--- config.mk ---
export PLATFORM = sky130hd
export DESIGN_NAME = simmem_mem_responder
export DESIGN_NICKNAME = d
export VERILOG_FILES = /design/src/rtl/simmem_mem_responder.sv
export SDC_FILE = /design/constraint.sdc
export NUM_CORES = 1
export LEC_CHECK = 0
export CORE_UTILIZATION = 49
export DETAILED_ROUTE_END_ITERATION = 7
export PLACE_DENSITY = 0.73
export SETUP_SLACK_MARGIN = 0.2
export SYNTH_ARGS = -nofsm -noshare
export SYNTH_HDL_FRONTEND = slang
export SYNTH_SLANG_ARGS = --single-unit
export TNS_END_PERCENT = 10
--- constraint.sdc ---
create_clock -name clk_i -period 3.37 [get_ports clk_i]
set_input_delay 0.5055 -clock clk_i [delete_from_list [all_inputs] [get_ports clk_i]]
set_output_delay 0.5055 -clock clk_i [all_outputs]
set_load 0.02 [all_outputs]
--- src/rtl/simmem_mem_responder.sv ---
// Behavioural far-end memory for the simulated-memory path: binds write beats to
// write addresses in order to produce write responses, and plays out read bursts.
package simmem_pkg;

    localparam int IdWidth        = 4;
    localparam int BurstLenWidth  = 3;
    localparam int DataWidth      = 32;
    localparam int MaxBurstEffLen = 1 << BurstLenWidth;

    typedef struct packed {
        logic [IdWidth-1:0]       id;
        logic [BurstLenWidth-1:0] burst_len;
    } waddr_t;

    typedef struct packed {
        logic [IdWidth-1:0]       id;
        logic [BurstLenWidth-1:0] burst_len;
    } raddr_t;

    typedef struct packed {
        logic [IdWidth-1:0] id;
        logic [1:0]         rsp;
    } wrsp_t;

    typedef struct packed {
        logic [IdWidth-1:0]   id;
        logic [DataWidth-1:0] data;
        logic [1:0]           rsp;
        logic                 last;
    } rdata_t;

    function automatic int unsigned get_effective_burst_len(logic [BurstLenWidth-1:0] burst_len);
        return int'(burst_len) + 1;
    endfunction

endpackage

module simmem_mem_responder
    import simmem_pkg::*;
#(
    parameter int WAddrDepth = 4,
    parameter int RAddrDepth = 4
) (
    input  logic   clk_i,
    input  logic   rst_ni,
    input  waddr_t waddr_i,
    input  logic   waddr_valid_i,
    output logic   waddr_ready_o,
    input  logic   wdata_valid_i,
    output logic   wdata_ready_o,
    input  raddr_t raddr_i,
    input  logic   raddr_valid_i,
    output logic   raddr_ready_o,
    output wrsp_t  wrsp_o,
    output logic   wrsp_valid_o,
    input  logic   wrsp_ready_i,
    output rdata_t rdata_o,
    output logic   rdata_valid_o,
    input  logic   rdata_ready_i
);

    localparam int LenW   = $clog2(MaxBurstEffLen + 1);
    localparam int WPtrW  = $clog2(WAddrDepth);
    localparam int WCntW  = $clog2(WAddrDepth + 1);
    localparam int RPtrW  = $clog2(RAddrDepth);
    localparam int RCntW  = $clog2(RAddrDepth + 1);

    typedef enum logic {RD_IDLE, RD_BURST} rd_state_e;

    logic [IdWidth-1:0] wq_id  [WAddrDepth];
    logic [LenW-1:0]    wq_len [WAddrDepth];
    logic [WPtrW-1:0]   wq_wptr, wq_rptr;
    logic [WCntW-1:0]   wq_cnt;
    logic [LenW-1:0]    wcnt_q;
    logic [IdWidth-1:0] wrsp_id_q;
    logic               wrsp_valid_q;

    logic               w_push, w_pop, w_beat;
    logic [LenW-1:0]    w_sum, w_head_len;

    logic [IdWidth-1:0] rq_id  [RAddrDepth];
    logic [LenW-1:0]    rq_len [RAddrDepth];
    logic [RPtrW-1:0]   rq_wptr, rq_rptr;
    logic [RCntW-1:0]   rq_cnt;
    rd_state_e          rd_state_q;
    logic [IdWidth-1:0] r_id_q;
    logic [LenW-1:0]    r_len_q, r_beat_q;

    logic               r_push, r_pop, r_last, r_hs;

    assign waddr_ready_o = (wq_cnt != WCntW'(WAddrDepth));
    assign wdata_ready_o = (wcnt_q < LenW'(MaxBurstEffLen));
    assign raddr_ready_o = (rq_cnt != RCntW'(RAddrDepth));

    assign w_push     = waddr_valid_i && waddr_ready_o;
    assign w_beat     = wdata_valid_i && wdata_ready_o;
    assign w_sum      = wcnt_q + LenW'(w_beat);
    assign w_head_len = wq_len[wq_rptr];
    // A beat accepted this cycle counts towards completing the head write.
    assign w_pop      = (wq_cnt != '0) && (w_sum >= w_head_len)
                        && (!wrsp_valid_q || wrsp_ready_i);

    always_ff @(posedge clk_i or negedge rst_ni) begin
        if (!rst_ni) begin
            wq_wptr      <= '0;
            wq_rptr      <= '0;
            wq_cnt       <= '0;
            wcnt_q       <= '0;
            wrsp_valid_q <= 1'b0;
        end else begin
            if (w_push) wq_wptr <= wq_wptr + 1'b1;
            if (w_pop)  wq_rptr <= wq_rptr + 1'b1;
            wq_cnt <= wq_cnt + WCntW'(w_push) - WCntW'(w_pop);
            wcnt_q <= w_pop ? (w_sum - w_head_len) : w_sum;
            if (w_pop)             wrsp_valid_q <= 1'b1;
            else if (wrsp_ready_i) wrsp_valid_q <= 1'b0;
        end
    end

    always_ff @(posedge clk_i) begin
        if (w_push) begin
            wq_id[wq_wptr]  <= waddr_i.id;
            wq_len[wq_wptr] <= LenW'(get_effective_burst_len(waddr_i.burst_len));
        end
        if (w_pop) wrsp_id_q <= wq_id[wq_rptr];
    end

    always_comb begin
        wrsp_o    = '0;
        wrsp_o.id = wrsp_id_q;
    end
    assign wrsp_valid_o = wrsp_valid_q;

    assign r_push = raddr_valid_i && raddr_ready_o;
    assign r_last = (r_beat_q == r_len_q - LenW'(1));
    assign r_hs   = (rd_state_q == RD_BURST) && rdata_ready_i;
    // Reloading on the last handshake keeps consecutive bursts bubble-free.
    assign r_pop  = (rq_cnt != '0) && ((rd_state_q == RD_IDLE) || (r_hs && r_last));

    always_ff @(posedge clk_i or negedge rst_ni) begin
        if (!rst_ni) begin
            rq_wptr    <= '0;
            rq_rptr    <= '0;
            rq_cnt     <= '0;
            rd_state_q <= RD_IDLE;
        end else begin
            if (r_push) rq_wptr <= rq_wptr + 1'b1;
            if (r_pop)  rq_rptr <= rq_rptr + 1'b1;
            rq_cnt <= rq_cnt + RCntW'(r_push) - RCntW'(r_pop);
            case (rd_state_q)
                RD_IDLE:  if (r_pop) rd_state_q <= RD_BURST;
                RD_BURST: if (r_hs && r_last && !r_pop) rd_state_q <= RD_IDLE;
                default:  rd_state_q <= RD_IDLE;
            endcase
        end
    end

    always_ff @(posedge clk_i) begin
        if (r_push) begin
            rq_id[rq_wptr]  <= raddr_i.id;
            rq_len[rq_wptr] <= LenW'(get_effective_burst_len(raddr_i.burst_len));
        end
        if (r_pop) begin
            r_id_q   <= rq_id[rq_rptr];
            r_len_q  <= rq_len[rq_rptr];
            r_beat_q <= '0;
        end else if (r_hs && !r_last) begin
            r_beat_q <= r_beat_q + 1'b1;
        end
    end

    always_comb begin
        rdata_o      = '0;
        rdata_o.id   = r_id_q;
        rdata_o.data = DataWidth'(r_beat_q);
        rdata_o.last = r_last;
    end
    assign rdata_valid_o = (rd_state_q == RD_BURST);

    a_wcnt_cap: assert property (@(posedge clk_i) disable iff (!rst_ni)
        wcnt_q <= LenW'(MaxBurstEffLen));
    a_no_valid_in_reset: assert property (@(posedge clk_i)
        !rst_ni |-> (!wrsp_valid_o && !rdata_valid_o));
    a_wrsp_stable: assert property (@(posedge clk_i) disable iff (!rst_ni)
        (wrsp_valid_o && !wrsp_ready_i) |=> (wrsp_valid_o && $stable(wrsp_o)));
    a_rdata_stable: assert property (@(posedge clk_i) disable iff (!rst_ni)
        (rdata_valid_o && !rdata_ready_i) |=> (rdata_valid_o && $stable(rdata_o)));

endmodule

### Word-level counts from Yosys, hierarchy flattened

Memories as Yosys holds them, arrays and structs flattened. A register that Yosys moved wholly into a read port is not among the register bits.
Index checks and enable logic that the tools add are counted.

| storage, ports and cells | value |
|---|---|
| flip-flop bits (word level) | 24 |
| memories kept | 4 |
| output and inout bits | 50 |
| input bits | 21 |
| bits in writable memories | 64 |

Memory list:

| name | depth | width | rd ports | clocked after Yosys merged registers in | write ports | line | source |
|---|---|---|---|---|---|---|---|
| rq_id | 4 | 4 | 1 | 1 | 1 | 81 | `logic [IdWidth-1:0] rq_id [RAddrDepth];` |
| rq_len | 4 | 4 | 1 | 1 | 1 | 82 | `logic [LenW-1:0] rq_len [RAddrDepth];` |
| wq_id | 4 | 4 | 1 | 1 | 1 | 70 | `logic [IdWidth-1:0] wq_id [WAddrDepth];` |
| wq_len | 4 | 4 | 1 | 0 | 1 | 71 | `logic [LenW-1:0] wq_len [WAddrDepth];` |

| operators by class | value |
|---|---|
| bitwise logic cells | 1 |
| equality and inequality tests | 3 |
| add/subtract/negate cells | 14 |
| magnitude comparators | 2 |
| multiplexer cells | 10 |
| reductions and logical operators | 18 |

Operators by type and width:

| kind | count |
|---|---|
| logical AND 1 bit | 10 |
| adder 2 x 1 -> 2 bit (second input constant) | 4 |
| adder 3 x 1 -> 4 bit (second input constant) | 2 |
| two-way mux 1 bit | 8 |
| adder 3 x 1 -> 3 bit | 2 |
| != test 3 bit (second input constant) | 2 |
| nonzero test 3 bit | 2 |
| subtractor 3 x 1 -> 3 bit | 2 |
| adder 4 x 1 -> 4 bit | 1 |
| adder 4 x 1 -> 4 bit (second input constant) | 1 |
| == test 4 bit | 1 |
| >= comparator 4 bit | 1 |
| < comparator 4 bit (second input constant) | 1 |
| two-way mux 4 bit | 1 |
| subtractor 4 x 1 -> 4 bit (second input constant) | 1 |
| subtractor 4 bit | 1 |
| logical NOT 1 bit | 3 |
| logical OR 1 bit | 2 |
| case mux 1 bit (2 select lines) | 1 |
| nonzero test 2 bit | 1 |
| NOT 1 bit | 1 |

### Logic depth before layout (Yosys ltp)

| depth | value |
|---|---|
| word-level depth | 9 |
| depth in mapped cells | 16 |

### Worst setup path after synthesis

OpenSTA, ideal clock, no wires.

| path | value |
|---|---|
| path kind | input -> register |
| start | input port wdata_valid_i |
| end | register wq_cnt[2] |
| setup slack | -0.163 ns |
| path buffers | 0 |
| arrival time | 3.410 ns |
| stages on the path | 14 |
| library setup time | 0.123 ns |
| cell sequence | nor2b_1 -> ha_1 -> ha_1 -> fa_1 -> a21o_1 -> a21o_1 -> a21oi_1 -> nor3b_2 -> ha_1 -> inv_1 -> ha_1 -> fa_1 -> xor2_1 -> xnor2_1 |

| on the way | value |
|---|---|
| cells in the longest elaborated chain, start to end | 6 |

RTL lines:

| what | line | source |
|---|---|---|
| start, declared | 49 | `input logic wdata_valid_i,` |
| logical AND 1 bit | 96 | `assign w_beat = wdata_valid_i && wdata_ready_o;` |
| adder 4 x 1 -> 4 bit | 97 | `assign w_sum = wcnt_q + LenW'(w_beat);` |
| >= comparator 4 bit | 100 | `assign w_pop = (wq_cnt != '0) && (w_sum >= w_head_len)` |
| logical AND 1 bit | 100 |  |
| logical AND 1 bit | 101 | `&& (!wrsp_valid_q \|\| wrsp_ready_i);` |
| net w_pop | 78 | `logic w_push, w_pop, w_beat;` |
| subtractor 3 x 1 -> 3 bit | 113 | `wq_cnt <= wq_cnt + WCntW'(w_push) - WCntW'(w_pop);` |
| end signal, assigned | 113 |  |
| end, declared | 73 | `logic [WCntW-1:0] wq_cnt;` |

The timed path passes the listed nets, and every way through them passes these cells.
A chain may end at the register's enable or synchronous reset.

### Worst setup path in the final report

Same ends and word-level chain as after synthesis.

==> metrics.txt <==
Die Wd=98.78 µm; antenna viol nets, final=0; post-synth top area share=0.4973; # IOs=between 70 and 80; CTS tree=done; diode count=0; Mapped Area=approximately 4600 µm²; Post-Route WL=7.394 mm; CP startpoint kind=primary input; initial antenna violation count=0; setup TNS=0 ns; GPL Wtd Cong=slightly below 0.8; Relative slew margins=0.4000; number of global-route vias before repair=approximately 2.4k; synth top area cells=edfxtp_1, dfrtp_1, mux4_2; post-synthesis sequential area ratio=0.6238; CTS sink count=100; clock latency at the later pin of the worst-skew pair=between 0.3 and 0.4 ns; dominant cell type by area after synthesis=edfxtp_1; PD cells=~920 nW/µm²; Root Buffer=clkbuf_8; DR pass1 iterations=8; Synth Warn #=0; first-pass GRT wire length=11.95 mm; Placed Area=between 5000 and 6000 µm²; residual DRC count=0; Crit path required time=roughly 3.6 ns; final hold violation count=0; WP data arrival=3.45 ns; FP Rows=34; routed len/inst=about 16 µm; endpoint type of the worst setup path=register; Post-synth ARST share=0.2000; Syn Inst Count=about 290; final period utilization=0.9478; crit-path cells=dlygate4sd2_1 -> nor2b_1 -> ha_1 -> inv_2 -> ha_4 -> inv_4 -> fa_2 -> a21o_1 -> a21o_1 -> a21oi_2 -> nor3b_4 -> ha_1 -> inv_1 -> ha_2 -> fa_2 -> xor2_2 -> xnor2_1; MaxCap Viol Count=0; Clk pin slew, worst setup/hold paths=approximately 0.10 ns; achievable frequency=around 310 MHz; critical path type=in -> reg; Hold WS=0.5064 ns; Initial DRC Count=91; Final min period=~3.2 ns; Hold WC Path Type=reg -> reg; Lkg Pwr=2.090 nW; Worst Skew=0.01443 ns; Netlist cell types=48; pin count of the biggest net entering global routing=21; Detailed Place HPWL=approximately 5.2 mm; dominant cell by count in the synthesized netlist=edfxtp_1; unrepaired setup endpoints after global routing=yes; Slew Viols, Final=0; Post-synth EDFFs=76; slowest CP cell=fa_2; CTS buffer count=9; layout cells sized above 1=0.1932; Design Area, Final=5278 µm²; Nets=approximately 390; most instantiated cells after synthesis=edfxtp_1, buf_4, inv_1, ha_1, dfrtp_1; setup violators final=0; Area growth syn-to-layout=14.99%; hold_buf cts=0; flops & latches, synth=100; Worst-Margin Slew=approximately 0.9 ns; Place WS=-0.4131 ns; maximum VDD drop=0.4407 mV; total power=0.004865 W; Max Buffers Root-to-Sink=2; Final WS setup=about 0.18 ns; syn_area_per_cell=15.66 µm²; # port buffers=38; CP max FO=2; core area=slightly below 9000 µm²; Overall Global Routing Usage=0.1672; Initial Util=0.5162; DIE HEIGHT=98.78 µm; most common flop cell mapped by yosys=edfxtp_1; CTS H-tree lvls=3; status=completed; Total Die Area=slightly below 10000 µm²; highest cell delay on the worst timing path=roughly 0.35 ns; vias=between 2k and 2.5k; via density per instance=5.152; global route overflow=0
==> repair_timing <==
item                                    in CTS  in global routing
resized for setup                            9                  1
hold endpoints to repair                     0                  0
pin swaps                                    9                  6
endpoints found under the setup margin       2                  2
setup buffers                                2                  1
==> cells in the final DEF, fill, tap and decap left out, types with 2 or more instances in the layout <==
cell / count
xor2_1: 9
and3_1: 10
ha_1: 19
nor2b_1: 3
nor3_1: 4
nand2b_1: 2
and2_1: 2
buf_4: 12
clkinv_2: 2
clkbuf_8: 9
mux2_2: 3
o21ai_0: 4
a21oi_2: 2
mux4_2: 16
fa_2: 2
xnor2_1: 9
dfxtp_1: 4
inv_6: 3
inv_2: 2
clkdlybuf4s50_1: 37
inv_1: 21
ha_4: 2
a21o_1: 4
nand2_1: 7
dfrtp_1: 19
conb_1: 32
edfxtp_1: 76
nand3_1: 3
nor2_1: 4
a21oi_1: 2
==> cells by family (layout without fill, tap and decap cells) <==
| logic type | after synthesis | after routing | synth area share |
|---|---|---|---|
| flip-flops | 100 | 100 | 0.6238 |
| multiplexers | 20 | 20 | 0.08806 |
| buffers and inverters | 63 | 91 | 0.08097 |
| other | 1 | 32 | 0.0008171 |
| AO/OA/AOI/OAI | 19 | 19 | 0.02890 |
| AND/OR/NAND/NOR | 44 | 44 | 0.05971 |
| adder cells (fa/ha/maj) | 25 | 25 | 0.07306 |
| XOR/XNOR | 21 | 21 | 0.04471 |
==> power by group <==
| group | switching, W | internal [W] |
|---|---|---|
| logic | 0.00101 | 0.00111 |
| registers | 0.000266 | 0.00175 |
| clock network | 0.000439 | 0.000287 |
| total | 0.00172 | 0.00315 |
==> final timing paths <==
kind,to,slack [ns],cells after the start,from
worst max-delay path,wq_cnt[2],0.18,17,wdata_valid_i
min in group asynchronous,wq_wptr[1],0.64,1,rst_ni
worst min register to register,wq_cnt[2],0.51,1,wq_cnt[2]
worst max register to register,wq_cnt[2],0.19,14,wq_rptr[0]
max in group asynchronous,wq_rptr[0],2.12,1,rst_ni
worst min-delay path,wq_cnt[2],0.51,1,wq_cnt[2]
==> sequential cells by signal, indices dropped and copies added (netlist names) <==
signal	count
wq_id	16
rdata_valid_o	1
wrsp_id_q	4
rq_rptr	2
r_beat_q	4
wrsp_valid_o	1
wq_cnt	3
wq_wptr	2
rq_len	16
wq_len	16
rq_wptr	2
rq_cnt	3
wq_rptr	2
r_len_q	4
rq_id	16
wcnt_q	4
r_id_q	4
==> layer usage <==
layer | global-route usage | part of all wire | vias to the layer above
met1 | 0.2096 | 0.42 | 1175
met4 | 0.08037 | 0.021 | 0
met2 | 0.2813 | 0.51 | 79
met5 | 0 | 0 | -
met3 | 0.03191 | 0.055 | 14
li1 | - | - | 1102
==> stage by stage <==
stage,util,std cells
floorplan,-,324
global placement,0.5668,441
detailed placement,0.5668,441
CTS,0.5927,459
global route,0.5936,460
finish,0.5936,460
==> worst max-delay path: cells and delay by family <==
family / cells / cell delay [ns]
fa+ha+maj: 6 / 1.58
compound gates: 3 / 0.50
buf+inv: 4 / 0.38
xor+xnor: 2 / 0.28
simple gates: 2 / 0.19
==> cell type report <==
cell class                      instances  area (µm²)
Inverter                               25       97.59
Clock buffer                            9       123.9
Sequential cell                       100        2864
Tap cell                              108       135.1
Multi-Input combinational cell        161        1521
Fill cell                             675        3613
Clock inverter                          7       66.31
Timing Repair Buffer                   50       469.2
Note: power is estimated with default switching activity, not from simulation.
